[config.mk]
export PLATFORM = sky130hd
export DESIGN_NAME = sr_bank_sched
export DESIGN_NICKNAME = d
export VERILOG_FILES = /design/src/rtl/sr_sched_pkg.sv /design/src/rtl/rr_arbiter.sv /design/src/rtl/sr_bank_sched.sv
export SDC_FILE = /design/constraint.sdc
export NUM_CORES = 1
export LEC_CHECK = 0
export ABC_AREA = 1
export BUFFER_PORTS_ARGS = -buffer_cell sky130_fd_sc_hd__buf_2
export CAP_MARGIN = 30
export CORE_MARGIN = 1
export CORE_UTILIZATION = 31
export DETAILED_ROUTE_END_ITERATION = 10
export PLACE_DENSITY = 0.61
export RECOVER_POWER = 50
export REMOVE_ABC_BUFFERS = 1
export SETUP_SLACK_MARGIN = 0.2
export SKIP_CTS_REPAIR_TIMING = 1
export SYNTH_ARGS = -nofsm -noshare
export SYNTH_HDL_FRONTEND = slang
export SYNTH_HIERARCHICAL = 1
export SYNTH_SLANG_ARGS = --single-unit
[constraint.sdc]
create_clock -name clk -period 4.8 [get_ports clk]
set_input_delay 0.96 -clock clk [delete_from_list [all_inputs] [get_ports clk]]
set_output_delay 0.96 -clock clk [all_outputs]
set_load 0.1 [all_outputs]
[src/rtl/sr_sched_pkg.sv]
// ---------------------------------------------------------------------------
// sr_sched_pkg
// Shared definitions for the SR-bank scheduler: operation encodings,
// default sizing constants and the round-robin pointer rotation helper.
// Ports: none (package).
// ---------------------------------------------------------------------------
package sr_sched_pkg;

    // Operation encoding carried on req_set
    localparam logic OP_RESET = 1'b0;
    localparam logic OP_SET   = 1'b1;

    // Default sizing of the scheduler
    localparam int DEF_NREQ  = 4;
    localparam int DEF_NFLAG = 8;
    localparam int DEF_IDXW  = 3;

    // Pointer position just after the winner, wrapping modulo n
    function automatic int next_ptr(input int winner, input int n);
        return (winner + 1 >= n) ? 0 : winner + 1;
    endfunction

endpackage

[src/rtl/rr_arbiter.sv]
// ---------------------------------------------------------------------------
// rr_arbiter
// Purely combinational rotating-priority arbiter. The search starts at ptr
// and wraps modulo N; the first active request wins.
// Ports:
//   req    in  N   request vector
//   ptr    in  PW  highest-priority position for this cycle
//   gnt    out N   one-hot grant (all zero when req is all zero)
//   winner out PW  encoded index of the granted requester
// ---------------------------------------------------------------------------
module rr_arbiter #(
    parameter int N  = 4,
    parameter int PW = (N > 1) ? $clog2(N) : 1
) (
    input  logic [N-1:0]  req,
    input  logic [PW-1:0] ptr,
    output logic [N-1:0]  gnt,
    output logic [PW-1:0] winner
);

    // Walk the request vector starting at ptr; only the first hit is kept
    always_comb begin
        logic found;
        int   pos;
        gnt    = '0;
        winner = '0;
        found  = 1'b0;
        pos    = 0;
        for (int i = 0; i < N; i++) begin
            pos = int'(ptr) + i;
            if (pos >= N) pos = pos - N;
            if (!found && req[pos]) begin
                found    = 1'b1;
                gnt[pos] = 1'b1;
                winner   = PW'(pos);
            end
        end
    end

endmodule

[src/rtl/sr_bank_sched.sv]
// ---------------------------------------------------------------------------
// sr_bank_sched
// Shares one bank of NFLAG SR flip-flops between NREQ requesters. One request
// is granted per cycle (round robin), turned into a single-cycle s or r pulse
// on the targeted flop, and mirrored into a shadow copy q one cycle later.
// Optional feature macro: SRSCHED_ERR_EN adds a sticky err output that flags
// transfers whose index is outside the bank.
// Ports:
//   clk      in  1          clock, rising edge
//   reset    in  1          asynchronous, active low
//   req      in  NREQ       per-requester request valid
//   req_set  in  NREQ       1 = set flag, 0 = reset flag
//   req_idx  in  NREQ*IDXW  target index, requester k at [k*IDXW +: IDXW]
//   gnt      out NREQ       one-hot grant (combinational)
//   s        out NFLAG      registered set pulses
//   r        out NFLAG      registered reset pulses
//   q        out NFLAG      shadow of the bank state
//   busy     out 1          any request pending (combinational)
//   err      out 1          sticky out-of-range flag (SRSCHED_ERR_EN only)
// ---------------------------------------------------------------------------
module sr_bank_sched
    import sr_sched_pkg::*;
#(
    parameter int NREQ  = DEF_NREQ,
    parameter int NFLAG = DEF_NFLAG,
    parameter int IDXW  = DEF_IDXW
) (
    input  logic                 clk,
    input  logic                 reset,
    input  logic [NREQ-1:0]      req,
    input  logic [NREQ-1:0]      req_set,
    input  logic [NREQ*IDXW-1:0] req_idx,
    output logic [NREQ-1:0]      gnt,
    output logic [NFLAG-1:0]     s,
    output logic [NFLAG-1:0]     r,
    output logic [NFLAG-1:0]     q,
    output logic                 busy
`ifdef SRSCHED_ERR_EN
    ,
    output logic                 err
`endif
);

    localparam int PW = $clog2(NREQ);

    logic [PW-1:0]    ptr;
    logic [PW-1:0]    winner;
    logic             transfer;
    logic [IDXW-1:0]  sel_idx;
    logic             sel_set;
    logic             in_range;
    logic [NFLAG-1:0] s_nxt;
    logic [NFLAG-1:0] r_nxt;

    rr_arbiter #(.N(NREQ), .PW(PW)) u_arb (
        .req    (req),
        .ptr    (ptr),
        .gnt    (gnt),
        .winner (winner)
    );

    assign busy     = |req;
    assign transfer = |gnt;
    assign sel_idx  = req_idx[int'(winner)*IDXW +: IDXW];
    assign sel_set  = req_set[winner];
    assign in_range = int'(sel_idx) < NFLAG;

    // Decode the granted request into a one-hot set or reset pulse; the two
    // vectors are built from complementary conditions so s & r is always 0
    always_comb begin
        s_nxt = '0;
        r_nxt = '0;
        if (transfer && in_range) begin
            for (int f = 0; f < NFLAG; f++) begin
                if (int'(sel_idx) == f) begin
                    s_nxt[f] = (sel_set == OP_SET);
                    r_nxt[f] = (sel_set == OP_RESET);
                end
            end
        end
    end

    // Pulses last one cycle; q follows the pulse on the next edge, matching
    // the lag of the real flop bank
    always_ff @(posedge clk or negedge reset) begin
        if (!reset) begin
            ptr <= '0;
            s   <= '0;
            r   <= '0;
            q   <= '0;
        end else begin
            s <= s_nxt;
            r <= r_nxt;
            q <= (q | s) & ~r;
            if (transfer) ptr <= PW'(next_ptr(int'(winner), NREQ));
        end
    end

`ifdef SRSCHED_ERR_EN
    // Sticky flag for consumed requests that target a flop outside the bank
    always_ff @(posedge clk or negedge reset) begin
        if (!reset) begin
            err <= 1'b0;
        end else if (transfer && !in_range) begin
            err <= 1'b1;
        end
    end
`endif

endmodule

-- After elaboration in Yosys (flattened, before gate mapping)
Index checks and enable logic that the tools add are counted.
- bits in registers: 26
- input port bits: 22
- output and inout port bits: 29
- word-level logic and storage cells: 111
- $add $sub $neg: 8
- multiply operators: 1
- magnitude comparators: 14
- equal/unequal tests: 7
- shift operators: 1
- mux-type cells: 56
- bitwise operators: 7
- reduce and logical (&&, ||, !) cells: 13
- operator list (kind ; number):
    $ge 32x1->1 const B ; 4
    $lt 32x4->1 const B ; 4
    $mux 32 ; 4
    $ge 32x4->1 const B ; 3
    $sub 32x4->32 const B ; 3
    $mux 1 ; 32
    $mux 4 ; 4
    $mux 8 ; 2
    $eq 3x3->1 const B ; 4
    $or 4x4->4 ; 3
    $shiftx 12x5->3 ; 1
    $bmux 1 s2 ; 5
    $mux 2 ; 5
    $and 8x8->8 ; 1
    $demux 1 s2 ; 4
    $not 8->8 ; 1
    $or 8x8->8 ; 1
    $reduce_or 4->1 ; 2
    $logic_and 1x1->1 ; 7
    $add 2x1->3 const B ; 2
    $add 2x2->3 const B ; 2
    $eq 3x2->1 const B ; 2
    $mul 2x2->4 const B ; 1
    $sub 2x3->4 const B ; 1
    7 further kinds ; 9

-- Longest topological paths before layout
Gate-level depths: netlist of the first run.
- depth after elaboration: 20
- gate-level depth with buffers: 17
- depth with buffers taken out: 16

-- Cells and area by module
The synthesis of the first run kept the hierarchy.
- by module, submodules not included (module ; times used ; cells each ; area each (µm²) ; sequential area each (µm²)):
    sr_bank_sched ; 1 ; 135 ; 1129.8 ; 650.6
    rr_arbiter ; 1 ; 85 ; 514.2 ; 0.0

-- Worst setup path after synthesis of the first run
No wires, ideal clock.
- path kind: in2out
- start point: input req[3]
- end point: output gnt[0]
- arrival time: 2.274 ns
- data required time: 3.840 ns
- setup slack: 1.566 ns
- stages: 7
- path buffers: 0
- cell sequence: inv_1 > nand2_1 > nand3_4 > nand2_4 > nor2_8 > nand3_1 > nand3_1
- word-level cells in the longest chain between the ends: 13
- elaborated cells between the ends (all ways): 28
- those cells by class: mux: 19; bitwise: 3; reduce/logical: 6
- ends and longest elaborated chain (what ; RTL line ; source):
    from (decl) ; sr_bank_sched.sv:30 ; input logic [NREQ-1:0] req,
    $bmux 1 s2 ; rr_arbiter.sv:32 ; if (!found && req[pos]) begin
    $mux 1 (not written as such) (2 in series) ; rr_arbiter.sv:32 ;
    $mux 1 ; rr_arbiter.sv:32 ;
    $logic_not 1->1 ; rr_arbiter.sv:32 ;
    $logic_and 1x1->1 ; rr_arbiter.sv:32 ;
    $mux 1 ; rr_arbiter.sv:32 ;
    $logic_not 1->1 ; rr_arbiter.sv:32 ;
    $logic_and 1x1->1 ; rr_arbiter.sv:32 ;
    $mux 1 ; rr_arbiter.sv:32 ;
    $logic_not 1->1 ; rr_arbiter.sv:32 ;
    $logic_and 1x1->1 ; rr_arbiter.sv:32 ;
    $mux 4 * ; rr_arbiter.sv:32 ;
    to (decl) ; sr_bank_sched.sv:33 ; output logic [NREQ-1:0] gnt,
Every way passes the cells marked *; elsewhere a longest branch is shown, timed or not. The select of a mux whose other input is x is not followed.

-- Final worst setup path of the first run
- start point: register ptr[0]
- end point: output gnt[3]
- word-level cells in the longest chain between the ends: 15
- elaborated cells between the ends (all ways): 63
- those cells by class: add/sub: 7; order compare: 12; mux: 31; bitwise: 3; reduce/logical: 10
- ends and longest elaborated chain (what ; RTL line ; source):
    from (decl) ; sr_bank_sched.sv:46 ; logic [PW-1:0] ptr;
    from (signal assigned) ; sr_bank_sched.sv:95 ; if (transfer) ptr <= PW'(next_ptr(int'(winner), NREQ));
    parallel branches: the longest is 14 deep, another holds $sub 32x4->32 ; - ;
    $mux 4 * ; rr_arbiter.sv:32 ;
Every way passes the cells marked *. The select of a mux whose other input is x is not followed.

==> results of run 1 <==
==> worst max-delay path, delay by kind of cell, from the launching register on <==
kind / cells / cell delay, ps
flops: 1 / 670
buf+inv: 3 / 660
simple gates: 4 / 500
fa+ha+maj: 1 / 380
compound gates: 1 / 100
==> flip-flops by register name, summed over array words and instances (netlist names) <==
signal / flops
r: 8
ptr: 2
q: 8
s: 8
==> kinds of logic (layout without fill, tap and decap cells) <==
kind of cell | after synthesis | after routing
buffers and inverters | 20 | 70
AOI/OAI and AO/OA | 11 | 11
DFF | 26 | 26
and+or+nand+nor | 154 | 154
adders and majority gates | 9 | 9
==> routing by layer <==
metal,vias up,GRT usage [%]
li1,807,-
met1,671,18.08
met2,38,21.72
met3,5,1.606
met4,0,3.774
met5,-,0
==> Yosys cell counts, types with 2 or more instances <==
cell type and count:
o21ai_1 2, dfrtp_1 26, buf_6 3, nand3_1 43, nand2_1 56, ha_1 9
nand2_2 6, a21boi_0 4, inv_1 14, nor2_1 42, nand2_4 3, a21oi_1 5
==> worst min-delay path by stage <==
stage                       startpoint                 end  slack [ps]  cells past startpoint
global placement        r[5]$_DFF_PN0_      q[5]$_DFF_PN0_         410                      1
global route            r[3]$_DFF_PN0_      q[3]$_DFF_PN0_         440                      1
finish                  r[1]$_DFF_PN0_      q[1]$_DFF_PN0_         420                      1
floorplan           ptr[1]$_DFFE_PN0P_  ptr[1]$_DFFE_PN0P_         650                      2
detailed placement      r[1]$_DFF_PN0_      q[1]$_DFF_PN0_         400                      1
CTS                     r[1]$_DFF_PN0_      q[1]$_DFF_PN0_         420                      1
==> through the flow <==
step / instance area, sq um / hold WS [ps] / setup WS, ps
finish: 1981 / 417.4 / 1250
global route: 1981 / 442.3 / 1064
CTS: 1989 / 415.6 / 1222
detailed placement: 1948 / 404.0 / 1523
global placement: 1948 / 407.6 / 1538
floorplan: 1610 / 653.7 / 1546
==> final cells by class <==
cell class	instances	area, sq um
Fill cell	562	3127
Timing Repair Buffer	50	241.5
Clock buffer	3	41.29
Multi-Input combinational cell	174	885.9
Sequential cell	26	650.6
Tap cell	70	87.58
Inverter	17	73.82
==> results.json, run 1 <==
{
  "yosysSeqAreaShare_pct": 39.57,
  "r2r_slack_ps": 1540,
  "die_width_microns": 74.83,
  "synth_area_sq_mm": 0.001644,
  "io_pins": 51,
  "drv_slew": 0,
  "syn_to_final_growth_pct": 20.47,
  "status": "finished, final reports clean",
  "portBuffers": 50,
  "cts_sinks": 26,
  "synth_xor_xnor_area_share_pct": 0,
  "rr_worst_depth": 15,
  "drt_iter0_markers": 53,
  "overflow": 0,
  "r2r_start": "ptr[0]$_DFFE_PN0P_",
  "met2_length_microns": 1718,
  "cp-start-kind": "flip-flop",
  "setup_viol": 0,
  "drt-pass1-iter-count": 4,
  "hold_path_class": "reg2reg",
  "hold_viol": 0,
  "cts_tree": "done",
  "crit_type": "reg2out",
  "grt_first_pass_wirelength_microns": 5664,
  "hpwl_microns": 2814,
  "synth_top_family_by_area": "simple AND/OR/NAND/NOR gates",
  "finalCritPeriodShare_pct": 73.95,
  "crit_slowest_cell": "dfrtp_1",
  "cts.path.max_buffers": 2,
  "critPathMaxFanout": 13,
  "synth.distinct_cells": 19,
  "async_flop_share_pct": 100.0,
  "critPathMaxStageDelay_ps": 670,
  "synth_top_cell_by_area": "dfrtp_1",
  "finClkSkew_ps": 1.436,
  "rsz0062_at_grt": "false",
  "met1_length_microns": 1773,
  "synthFlopType": "dfrtp_1",
  "final_antenna_net_count": 0,
  "grt_max_degree": 27,
  "startpoint": "ptr[0]$_DFFE_PN0P_",
  "synth_fa_ha_area_share_pct": 6.849,
  "drc_errors": 0,
  "die_area_sq_mm": 0.005599,
  "coreArea_sq_mm": 0.005107,
  "wl_per_cell_microns": 10.70,
  "max_slew_margin_pct": 11.55,
  "grt_usage_pct": 13.16,
  "synth_compound_area_share_pct": 3.957,
  "clk_pin_slew_worst_paths_ps": 80,
  "fmax_ghz": 0.2817,
  "final_cell_mix": "nand2_1 (56), nand3_1 (43), buf_2 (43)",
  "yosys_register_bits": 26,
  "utilization_pct": 38.78,
  "vias": 1521,
  "min_period_ps": 3550,
  "dp_cells": 337,
  "final.setup.tns_ps": 0,
  "fin_cells": 340,
  "initial_core_util_pct": 32.19,
  "synth_top_cell_area_share_pct": 39.57,
  "tightest_slew_ps": 1327,
  "end_kind": "output pin",
  "syn_area_per_cell_sq_um": 7.473,
  "wl_met3_microns": 106,
  "clock_latency_ps": 260,
  "crit_path_end": "gnt[3]",
  "cp.required_ps": 3840,
  "grt_pass1_vias": 1267,
  "totalWireLength_microns": 3639,
  "post_route_cells_drive_above_1_share_pct": 22.96,
  "gp_congestion": 0.8367,
  "antenna_cells": 0,
  "layout_commonest_cell": "nand2_1",
  "antenna_found_initial": 0,
  "die_h_microns": 74.83,
  "cpMostUsedCell": "nand3_1",
  "cp.arrival_ps": 2590,
  "routed_via_density": 4.474,
  "yosys.area_share.simple_pct": 43.07,
  "top_layer": "met4",
  "cts_inserted_buffers": 3,
  "synthTopCellsByArea": "dfrtp_1 (40%), nand3_1 (13%), nand2_1 (13%)",
  "rr_endpoint": "r[4]$_DFF_PN0_",
  "fin_nets": 303,
  "yosysWarnings": 6,
  "muxShareOfSynthArea_pct": 0,
  "crit_chain": "inv_6, ha_1, inv_1, nand3_1, nand2_1, nor2_2, a21oi_1, nand3_1, buf_2",
  "rows": 26,
  "synth-edff-count": 0,
  "clock-root-buffer": "clkbuf_8",
  "max_cap_viol_count": 0,
  "synth_cells": 220,
  "htreeDepth": 1
}
Power of run 1 is not shown: default switching activity piles up to over one toggle a cycle in this logic, so the estimate is an artifact.
==> run 2: changes to the inputs <==
- ABC_AREA: 1 -> 0
- PLACE_DENSITY: 0.61 -> 0.6
- clock period: 4.8 -> 3.7 ns (I/O delays scaled with it)
==> run 2 against run 1 <==
Effect of this change:
- core utilization is 2.5 points higher
- worst setup slack got worse by 830 ps
- critical path type unchanged
- critical endpoint is now gnt[2]
- clock skew about the same
- hold slack better by 4.3 ps
- count of clock-buffer cells in the layout is 1 higher
- final area increased by 17%
- final cell count fell by 8.8%
- via count grew 9.7%
- highest routed layer unchanged
==> results.json, run 2 <==
{
  "die_area_sq_mm": 0.006217,
  "drt_iter0_markers": 192,
  "synthFlopType": "dfrtp_1",
  "hold_viol": 0,
  "synthTopCellsByCount": "dfrtp_1 (26), nor2_1 (26), nand2_1 (14), inv_1 (13)",
  "cts.path.max_buffers": 2,
  "rr_worst_depth": 8,
  "io_pins": 51,
  "syn_to_final_growth_pct": 26.38,
  "holdWs_ps": 421.8,
  "coreArea_sq_mm": 0.005608,
  "die_h_microns": 78.85,
  "finalCritPeriodShare_pct": 88.58,
  "cp.required_ps": 2960,
  "post_route_cells_drive_above_1_share_pct": 28.15,
  "synth_top_cell_area_share_pct": 35.54,
  "min_period_ps": 3277,
  "r2r_start": "ptr[1]$_DFFE_PN0P_",
  "cp.arrival_ps": 2540,
  "totalWireLength_microns": 4416,
  "hold_path_class": "reg2reg",
  "synth.distinct_cells": 39,
  "yosysWarnings": 6,
  "yosys_register_bits": 26,
  "gp_congestion": 0.8390,
  "rsz0062_at_grt": "false",
  "grt_usage_pct": 14.22,
  "layout_commonest_cell": "buf_2",
  "drv_slew": 0,
  "hpwl_microns": 3381,
  "crit_type": "reg2out",
  "cp-start-kind": "flip-flop",
  "max_slew_margin_pct": 6.612,
  "whs_path_depth": 1,
  "status": "finished, final reports clean",
  "synth_top_cell_by_area": "dfrtp_1",
  "synth-edff-count": 0,
  "setup_viol": 0,
  "async_flop_share_pct": 100.0,
  "hold_end": "q[3]$_DFF_PN0_",
  "clock_latency_ps": 260,
  "max_cap_viol_count": 0,
  "drt-pass1-iter-count": 5,
  "syn_area_per_cell_sq_um": 9.737,
  "cts_sinks": 26,
  "tightest_slew_ps": 1401,
  "fin_cells": 310,
  "die_width_microns": 78.85,
  "r2r_slack_ps": 610,
  "grt_pass1_vias": 1508,
  "final_antenna_net_count": 0,
  "yosysSeqAreaShare_pct": 35.54,
  "fin_nets": 270,
  "synthTopCellsByArea": "dfrtp_1 (36%), ha_1 (6.2%), nor2_1 (5.3%)",
  "drc_errors": 0,
  "wl_per_cell_microns": 14.25,
  "grt_first_pass_wirelength_microns": 7038,
  "reg_top3": "q x8, r x8, s x8",
  "antenna_cells": 0,
  "overflow": 0,
  "initial_core_util_pct": 32.64,
  "rr_endpoint": "s[2]$_DFF_PN0_",
  "rows": 27,
  "htreeDepth": 1,
  "dp_cells": 305,
  "grt_max_degree": 30,
  "final_cell_mix": "buf_2 (39), nor2_1 (26), dfrtp_1 (26)",
  "critPathMaxFanout": 8,
  "clock-root-buffer": "clkbuf_8",
  "synth_area_sq_mm": 0.001831,
  "cts_tree": "done",
  "hp-start": "r[3]$_DFF_PN0_",
  "portBuffers": 50,
  "vias": 1668,
  "fmax_ghz": 0.3051,
  "end_kind": "output pin",
  "antenna_found_initial": 0,
  "clk_pin_slew_worst_paths_ps": 80,
  "routed_via_density": 5.381,
  "utilization_pct": 41.25,
  "synth_cells": 188,
  "finClkSkew_ps": 1.236,
  "cts_inserted_buffers": 3
}
run 2: cell types whose count changed in the layout (fill, tap and decap cells not counted), sizes merged, moves of 6 or more:
cell   delta
nand2    -51
nand3    -41
nor2     -18
nor2b     +9
o32ai     +9
a32o      +8
a32oi     +6
run 2: through the flow:
step | worst slack [ps] | TNS, ps | cell area (sq um)
final | 422.7 | 0 | 2313
after global routing | 256.5 | 0 | 2313
after CTS | 268.1 | 0 | 2290
after detailed placement | 362.1 | 0 | 2235
after global placement | 312.0 | 0 | 2207
after floorplan | -788.5 | -14400 | 1778
run 2: how the worst max path moves through the flow:
stage	startpoint	to	slack, ps
after floorplan	ptr[0]$_DFFE_PN0P_	r[3]$_DFF_PN0_	-790
after global placement	req[3]	r[2]$_DFF_PN0_	310
after detailed placement	req[2]	r[0]$_DFF_PN0_	360
after CTS	ptr[1]$_DFFE_PN0P_	gnt[0]	270
after global routing	ptr[1]$_DFFE_PN0P_	gnt[2]	260
final	ptr[1]$_DFFE_PN0P_	gnt[2]	420
run 2: kinds of logic (layout without fill, tap and decap cells):
kind of cell / count (synthesis) / after routing / share of synthesized area [%]
AND/OR/NAND/NOR: 71 / 71 / 20.92
AO/OA/AOI/OAI: 55 / 55 / 25.77
flip-flops: 26 / 26 / 35.54
buffers and inverters: 21 / 71 / 5.537
adder cells (fa/ha/maj): 9 / 9 / 6.152
multiplexers: 6 / 6 / 6.084
run 2: cell type report:
type	instances	area (sq um)
fillers	555	3294
multi-input cells	141	1117
flip-flops and latches	26	650.6
repair buffers	54	351.6
well taps	72	90.09
clock buffers	4	55.05
inverters	13	48.80
run 2: critical path: stages (launching register included):
cell	delay, ps
dfrtp_1	360
inv_1	130
ha_1	430
mux4_2	460
nor2b_4	230
a221oi_1	130
o2bb2ai_2	310
buf_12	220
run 2: routing by layer:
| metal | routed length [microns] | track usage [%] | vias to the layer above |
|---|---|---|---|
| li1 | - | - | 824 |
| met1 | 2092 | 19.45 | 769 |
| met2 | 1975 | 22.52 | 65 |
| met3 | 249 | 2.184 | 10 |
| met4 | 99 | 5.455 | 0 |
| met5 | 0 | 0 | - |
Power of run 2 is left out for the same reason.
